$ cat config.mk
export PLATFORM = sky130hd
export DESIGN_NAME = apb_master_arbiter
export DESIGN_NICKNAME = d
export VERILOG_FILES = /design/src/rtl/apb_master_arbiter.sv
export SDC_FILE = /design/constraint.sdc
export NUM_CORES = 1
export LEC_CHECK = 0
export BUFFER_PORTS_ARGS = -buffer_cell sky130_fd_sc_hd__buf_2
export CORE_AREA = 2 2 124 126
export DETAILED_ROUTE_END_ITERATION = 6
export DIE_AREA = 0 0 126 128
export PLACE_DENSITY = 0.65
export SLEW_MARGIN = 30
export SYNTH_ARGS = -nofsm -noshare
export SYNTH_HDL_FRONTEND = slang
export SYNTH_SLANG_ARGS = --single-unit
$ cat constraint.sdc
create_clock -name PCLK -period 2.6 [get_ports PCLK]
set_clock_uncertainty 0.2 [all_clocks]
set_input_delay 0.78 -clock PCLK [delete_from_list [all_inputs] [get_ports PCLK]]
set_output_delay 0.78 -clock PCLK [all_outputs]
set_load 0.02 [all_outputs]
$ cat src/rtl/apb_master_arbiter.sv
// apb_master_arbiter: round-robin arbiter feeding a single APB master port
module apb_master_arbiter #(
   parameter int DATA_WIDTH = 32,
   parameter int ADDR_WIDTH = 32,
   parameter int NUM_REQ    = 2,
   parameter int TIMEOUT    = 16
) (
   input  logic                            PCLK,
   input  logic                            PRESETn,
   input  logic [NUM_REQ-1:0]              req_valid,
   input  logic [NUM_REQ-1:0]              req_write,
   input  logic [NUM_REQ*ADDR_WIDTH-1:0]   req_addr,
   input  logic [NUM_REQ*DATA_WIDTH-1:0]   req_wdata,
   output logic [NUM_REQ-1:0]              req_ready,
   output logic [NUM_REQ-1:0]              rsp_valid,
   output logic [DATA_WIDTH-1:0]           rsp_rdata,
   output logic                            rsp_err,
   output logic                            PSELx,
   output logic                            PENABLE,
   output logic                            PWRITE,
   output logic [ADDR_WIDTH-1:0]           PADDR,
   output logic [DATA_WIDTH-1:0]           PWDATA,
   input  logic                            PREADY,
   input  logic [DATA_WIDTH-1:0]           PRDATA,
   input  logic                            PSLVERR
);
   localparam int GW = $clog2(NUM_REQ);
   typedef enum logic [1:0] {IDLE, SETUP, ACCESS} state_t;
   state_t state, state_n;
   logic [GW-1:0] last_grant, grant;
   logic [NUM_REQ-1:0] rot;
   logic [7:0] wait_cnt;
   logic found, accept, done;
   assign rot = NUM_REQ'({req_valid, req_valid} >> (last_grant + 1'b1));
   // pick the first pending requester after the previous winner
   always_comb begin
      grant = last_grant;
      found = 1'b0;
      for (int i = 0; i < NUM_REQ; i++) begin
         if (!found && rot[i]) begin
            grant = GW'((int'(last_grant) + 1 + i) % NUM_REQ);
            found = 1'b1;
         end
      end
   end
   // next state, accept pulse and completion detection (PREADY or timeout)
   always_comb begin
      accept    = state == IDLE && |req_valid;
      done      = state == ACCESS && (PREADY || wait_cnt == 8'(TIMEOUT - 1));
      req_ready = accept ? (NUM_REQ'(1) << grant) : '0;
      state_n   = state == IDLE  ? (accept ? SETUP : IDLE) :
                  state == SETUP ? ACCESS :
                  done           ? IDLE : ACCESS;
   end
   // state register
   always_ff @(posedge PCLK or negedge PRESETn) begin
      if (!PRESETn) state <= IDLE;
      else          state <= state_n;
   end
   // registered APB controls, captured request, wait counter and response
   always_ff @(posedge PCLK or negedge PRESETn) begin
      if (!PRESETn) begin
         PSELx      <= 1'b0;
         PENABLE    <= 1'b0;
         PWRITE     <= 1'b0;
         PADDR      <= '0;
         PWDATA     <= '0;
         rsp_valid  <= '0;
         rsp_rdata  <= '0;
         rsp_err    <= 1'b0;
         wait_cnt   <= '0;
         last_grant <= GW'(NUM_REQ - 1);
      end else begin
         PSELx     <= state_n != IDLE;
         PENABLE   <= state_n == ACCESS;
         rsp_valid <= done ? (NUM_REQ'(1) << last_grant) : '0;
         wait_cnt  <= state == SETUP ? '0 : (state == ACCESS && !PREADY) ? wait_cnt + 1'b1 : wait_cnt;
         if (accept) begin
            last_grant <= grant;
            PWRITE     <= req_write[grant];
            PADDR      <= req_addr[int'(grant)*ADDR_WIDTH +: ADDR_WIDTH];
            PWDATA     <= req_wdata[int'(grant)*DATA_WIDTH +: DATA_WIDTH];
         end
         if (done) begin
            rsp_err   <= !PREADY || PSLVERR;
            rsp_rdata <= (PREADY && !PWRITE) ? PRDATA : '0;
         end
      end
   end
endmodule

==> summary.md, run 1 <==
| Metric | Value |
|---|---|
| Outcome | finished, final reports clean |
| Worst skew pair latency | 0.34 ns |
| Initial core utilization | 0.343 |
| RSZ-0062 raised after global routing | no |
| Setup TNS | 0 ns |
| Root Buffer | clkbuf_16 |
| Reg2reg end | rsp_rdata[2]$_DFFE_PN0P_ |
| # resized after CTS | 0 |
| Power per Cell Area | 1280 nW/um2 |
| Most frequent cell after synthesis | dfrtp_1 |
| Worst path buffer plus inverter count | 1 |
| Tightest Hold Check Type | primary input to asynchronous set/reset pin |
| FFs w/ async S/R, synth | 1.00 |
| Mapped Avg Cell Area | 12.2 um2 |
| Iteration-0 DRC Markers | 242 |
| Slowest Stage Delay on Critical Path | 0.58 ns |
| DR DRC count | 0 |
| Crit-path slowest cell | dfstp_2 |
| Met3 Wirelength | 1.24 mm |
| Area grow syn2layout | 36.3% |
| Lkg Pwr | 3.35 nW |
| Ranking of synthesized cells by area | dfrtp_1 55%, a221o_1 19%, a21boi_0 8.8% |
| Worst Reg-to-Reg Cells | 5 |
| Post-Syn Instances | 416 |
| Synth cell count leaders | 111 x dfrtp_1, 97 x a221o_1, 60 x a21boi_0 |
| Rel. slew slack | 0.545 |
| Final Wtd Congestion | 0.804 |
| Tot Pwr | 8.89 mW |
| Row count | 45 |
| Routed len/inst | 18.1 um |
| Port bufs | 271 |
| Cell area after layout | 6940 um2 |
| Final period utilization | 0.944 |
| CTS tree | done |
| Yosys cell types | 42 |
| Share of cells above drive strength 1 | 0.463 |
| Placement Cell Area | 6650 um2 |
| Die W | 126 um |
| Core ar. | 14900 um2 |
| DP HPWL | 11.2 mm |
| Met1 WL | 6.67 mm |
| Number of max-cap violations | 0 |
| Layout Nets | 840 |
| Synthesized Nets | 585 |
| Top-area cell type share of the netlist area | 0.546 |
| Worst-path fanout max | 6 |
| Crit. End Element | primary output |
| Crit path kind | register to primary output |
| Sequential share of the synthesized area | 0.551 |
| CP Cell Sequence | nand2b_1 -> and3_2 -> buf_2 |
| Final count of pins violating max slew | 0 |
| CP delay by family, top | flip-flops |
| CP Data Required Time | 1.62 ns |
| Post-CTS setup repair buffer count | 0 |
| FF-to-FF setup slack | 0.63 ns |
| Pre-Repair DR Iteration Count | 4 |
| Synth Flop Type | dfrtp_1 |
| Worst Tran Pin Value | 0.682 ns |
| DRT antenna net count | 0 |
| Vias in the first global route | 4835 |
| First-pass GRT wire length | 25.2 mm |
| Post-Syn Area | 5090 um2 |
| YS warnings | 0 |
| Num Clock Sinks | 112 |
| I/O pins | 272 |
| Dpl ws | 0.206 ns |
| Fill cells | 1408 |
| Clk buf depth | 2 |
| Routed wire length | 15.7 mm |
| RR Startpoint | wait_cnt[0]$_DFFE_PN0P_ |
| Hold buffers post-CTS | 0 |
| Vias/cell | 5.39 |
| Overall Global Routing Usage | 0.192 |
| Synthesized flop and latch total | 112 |
| # setup viols final | 0 |
| Vias | 4660 |
| Crit path DAT | 1.48 ns |
| Largest net degree at the start of global routing | 63 |
| Met2 Wirelength | 7.61 mm |
| Fin crit period | 2.46 ns |
| Post-synth EDFFs | 0 |
| Peak supply drop | 551 uV |
| Core Util, Final | 0.467 |
| Die area | 16100 um2 |
| Yosys top cell by area | dfrtp_1 |
| Initial antenna violation count | 0 |
| Inserted Diodes | 0 |
| Top Metal Used | met4 |
| Final hold vios | 0 |
| Total gr overflow | 0 |
| Worst-path clk slew | 0.07 ns |
| Num CTS Buffers | 9 |
| F_max | 407 MHz |
| H-tree levels | 3 |
| PnR worst setup slack | 0.145 ns |
| Die Span Y | 128 um |
| CP startpoint kind | register |
## how the worst max path moves through the flow
| stage | cells past startpoint | slack [ns] | startpoint | end |
|---|---|---|---|---|
| 2_1_floorplan | 3 | 0.23 | req_valid[0] | req_ready[1] |
| 3_3_place_gp | 4 | 0.20 | req_valid[1] | req_ready[0] |
| 3_5_place_dp | 4 | 0.21 | req_valid[1] | req_ready[0] |
| 4_1_cts | 3 | 0.11 | last_grant$_DFFE_PN1P_ | req_ready[0] |
| 5_1_grt | 3 | 0.06 | last_grant$_DFFE_PN1P_ | req_ready[0] |
| 6_report | 3 | 0.14 | last_grant$_DFFE_PN1P_ | req_ready[0] |
## layer usage
layer,GRT usage,vias up
li1,-,2153
met1,0.248,2283
met2,0.322,212
met3,0.0563,12
met4,0.0440,0
met5,0,-
## metrics by stage
| stage | instances | hold WS [ns] |
|---|---|---|
| floorplan | 416 | 0.273 |
| CTS | 864 | 0.158 |
| global placement | 848 | 0.299 |
| finish | 864 | 0.165 |
| detailed placement | 848 | 0.301 |
| global route | 864 | 0.172 |
## cells by family (layout without fill, tap and decap cells)
logic type,after synthesis,count (layout),share of synthesized area
simple gates,70,70,0.0850
mux,1,1,0.00197
compound gates,185,185,0.318
flops,112,112,0.551
buf+inv,47,307,0.0418
fa+ha+maj,1,1,0.00246
## sequential cells by signal, indices dropped and copies added (netlist names)
signal,cells
PADDR,32
PWDATA,32
rsp_rdata,32
wait_cnt,8
rsp_valid,2
PENABLE,1
PSELx,1
PWRITE,1
last_grant,1
rsp_err,1
state,1
## where the power goes
group | internal (mW) | total [mW] | switching [mW]
logic | 1.90 | 4.45 | 2.55
clock network | 0.709 | 1.36 | 0.650
registers | 2.57 | 3.08 | 0.512
## cells in the final DEF, fill, tap and decap left out, types with 4 or more instances in the layout
master,instances
buf_2,270
dfrtp_1,111
a221o_1,97
a21boi_0,60
and2_1,34
buf_4,14
clkbuf_16,9
a21boi_1,6
nand2_1,5
o21ai_0,5
inv_1,5
nand2b_1,4
## cell type report
type / instances / area [um2] / area share
clock buffers: 11 / 253 / 0.0364
flip-flops and latches: 112 / 2800 / 0.404
clock inverters: 5 / 37.5 / 0.00541
multi-input cells: 257 / 2090 / 0.302
inverters: 5 / 18.8 / 0.00270
repair buffers: 286 / 1500 / 0.216
well taps: 188 / 235 / 0.0339
Note: power is estimated with default switching activity, not from simulation.
==> run 2: changes to the inputs <==
--- a/config.mk
+++ b/config.mk
@@ -7,6 +7,7 @@
 export LEC_CHECK = 0
 export BUFFER_PORTS_ARGS = -buffer_cell sky130_fd_sc_hd__buf_2
 export CORE_AREA = 2 2 124 126
+export CTS_BUF_LIST = sky130_fd_sc_hd__clkbuf_8
 export DETAILED_ROUTE_END_ITERATION = 6
 export DIE_AREA = 0 0 126 128
 export PLACE_DENSITY = 0.65
==> run 2 against run 1 <==
  * Critical path depth did not move
  * Core utilization fell by 0.68 points
  * Routed wire length rose by 0.59%
  * Sequential share of layout area rose by 0.60 points
  * Sequential power barely moved
==> summary.md, run 2 (synthesis results as in run 1) <==
| Metric | Value |
|---|---|
| DRT antenna net count | 0 (unchanged) |
| Vias | 4655 (was 4660) |
| Crit path kind | register to primary output (unchanged) |
| CP startpoint kind | register (unchanged) |
| Largest regs | PADDR (32), PWDATA (32), rsp_rdata (32) (unchanged) |
| Die Span Y | 128 um (unchanged) |
| Root Buffer | clkbuf_8 (was clkbuf_16) |
| RR Startpoint | state[0]$_DFF_PN0_ (was wait_cnt[0]$_DFFE_PN0P_) |
| I/O pins | 272 (unchanged) |
| Lkg Pwr | 3.30 nW (was 3.35 nW) |
| Worst skew pair latency | 0.38 ns (was 0.34 ns) |
| Area grow syn2layout | 34.3% (was 36.3%) |
| Die W | 126 um (unchanged) |
| Clock power share | 0.119 (was 0.153) |
| Rel. slew slack | 0.544 (was 0.545) |
| Sw power | 3.67 mW (was 3.71 mW) |
| Crit. End Element | primary output (unchanged) |
| Inserted Diodes | 0 (unchanged) |
| # resized after CTS | 0 (unchanged) |
| M2 GR Usage | 0.321 (was 0.322) |
| Port bufs | 271 (unchanged) |
| CP Data Required Time | 1.62 ns (about the same) |
| Routed wire length | 15.8 mm (was 15.7 mm) |
| Cell area after layout | 6840 um2 (was 6940 um2) |
| Most frequent cells in the layout | 270 x buf_2, 111 x dfrtp_1, 97 x a221o_1 (unchanged) |
| Vias/cell | 5.39 (about the same) |
| CTS tree | done (unchanged) |
| Internal power | 4.87 mW (was 5.18 mW) |
| Initial core utilization | 0.343 (unchanged) |
| Largest net degree at the start of global routing | 63 (unchanged) |
| Peak supply drop | 523 uV (was 551 uV) |
| Gate power share | 0.520 (was 0.500) |
| Core ar. | 14900 um2 (unchanged) |
| Share of cells above drive strength 1 | 0.463 (unchanged) |
| Final Wtd Congestion | 0.804 (unchanged) |
| Number of max-cap violations | 0 (unchanged) |
| Die area | 16100 um2 (unchanged) |
| Final hold vios | 0 (unchanged) |
| DP HPWL | 11.2 mm (unchanged) |
| F_max | 401 MHz (was 407 MHz) |
| Crit path DAT | 1.51 ns (was 1.48 ns) |
| Gr busiest metal | met2 (unchanged) |
| Total gr overflow | 0 (unchanged) |
| Sequential power share | 0.361 (was 0.347) |
| Overall Global Routing Usage | 0.194 (was 0.192) |
| Clk buf depth | 2 (unchanged) |
| Iteration-0 DRC Markers | 285 (was 242) |
| Final period utilization | 0.959 (was 0.944) |
| RSZ-0062 raised after global routing | no (unchanged) |
| Outcome | finished, final reports clean (unchanged) |
| H-tree levels | 3 (unchanged) |
| Power per Cell Area | 1250 nW/um2 (was 1280 nW/um2) |
| Post-CTS setup repair buffer count | 0 (unchanged) |
| Hold buffers post-CTS | 0 (unchanged) |
| Placement Cell Area | 6650 um2 (unchanged) |
| Tot Pwr | 8.54 mW (was 8.89 mW) |
| Worst-path fanout max | 6 (unchanged) |
| First-pass GRT wire length | 25.2 mm (about the same) |
| Worst Tran Pin Value | 0.685 ns (was 0.682 ns) |
| Num Clock Sinks | 112 (unchanged) |
| # setup viols final | 0 (unchanged) |
| GRT met1 Usage | 0.249 (was 0.248) |
| Pre-Repair DR Iteration Count | 6 (was 4) |
| Routed len/inst | 18.2 um (was 18.1 um) |
| Vias in the first global route | 4835 (unchanged) |
| Setup TNS | 0 ns (unchanged) |
| Num CTS Buffers | 9 (unchanged) |
| Layout Nets | 840 (unchanged) |
| DR DRC count | 0 (unchanged) |
| Fin crit period | 2.49 ns (was 2.46 ns) |
| Worst-path clk slew | 0.11 ns (was 0.07 ns) |
| Row count | 45 (unchanged) |
| FF-to-FF setup slack | 0.62 ns (was 0.63 ns) |
| Worst Reg-to-Reg Cells | 4 (was 5) |
| Initial antenna violation count | 0 (unchanged) |
| Most common cell after layout, fill and taps aside | buf_2 (unchanged) |
| M3 GR Usage | 0.0492 (was 0.0563) |
| Final count of pins violating max slew | 0 (unchanged) |
| Tightest Hold Check Type | primary input to asynchronous set/reset pin (unchanged) |
| Reg2reg end | PWDATA[18]$_DFFE_PN0P_ (was rsp_rdata[2]$_DFFE_PN0P_) |
| Sw Share | 0.430 (was 0.417) |
[run 2: area by class of cell]
class / count / area (um2)
Sequential cell: 112 / 2800
Tap cell: 188 / 235
Timing Repair Buffer: 286 / 1500
Clock buffer: 11 / 151
Fill cell: 1422 / 8030
Multi-Input combinational cell: 257 / 2090
Clock inverter: 5 / 37.5
Inverter: 5 / 18.8
[run 2: power by group through the flow]
stage,logic [mW],registers [mW],clock network [mW]
3_5_place_dp,4.51,3.10,0
3_3_place_gp,4.39,3.07,0
6_report,4.45,3.08,1.02
5_1_grt,4.85,3.20,1.13
2_1_floorplan,2.07,3.97,0
4_1_cts,4.51,3.09,1.06
[run 2: how the worst max path moves through the flow]
stage                           start           end  slack [ns]  cells after the start
2_1_floorplan            req_valid[0]  req_ready[1]        0.23                      3
3_3_place_gp             req_valid[1]  req_ready[0]        0.20                      4
3_5_place_dp             req_valid[1]  req_ready[0]        0.21                      4
4_1_cts        last_grant$_DFFE_PN1P_  req_ready[0]        0.05                      3
5_1_grt        last_grant$_DFFE_PN1P_  req_ready[0]       0.009                      3
6_report       last_grant$_DFFE_PN1P_  req_ready[0]        0.11                      3
[run 2: metal layers]
metal,vias up,share of wire
li1,2149,-
met1,2286,0.43
met2,204,0.48
met3,16,0.074
met4,0,0.014
met5,-,0
[run 2: worst max-delay path, cell delays in order, from the launching register on]
cell	delay, ns
dfstp_2	0.59
nand2b_1	0.11
and3_2	0.25
buf_2	0.18
[run 2: stage by stage]
| stage | hold WS, ns | cells | setup WS (ns) | util |
|---|---|---|---|---|
| CTS | 0.0984 | 864 | 0.0465 | 0.460 |
| floorplan | 0.273 | 416 | 0.230 | - |
| finish | 0.123 | 864 | 0.107 | 0.460 |
| global placement | 0.299 | 848 | 0.202 | 0.447 |
| global route | 0.109 | 864 | 0.00894 | 0.460 |
| detailed placement | 0.301 | 848 | 0.206 | 0.447 |
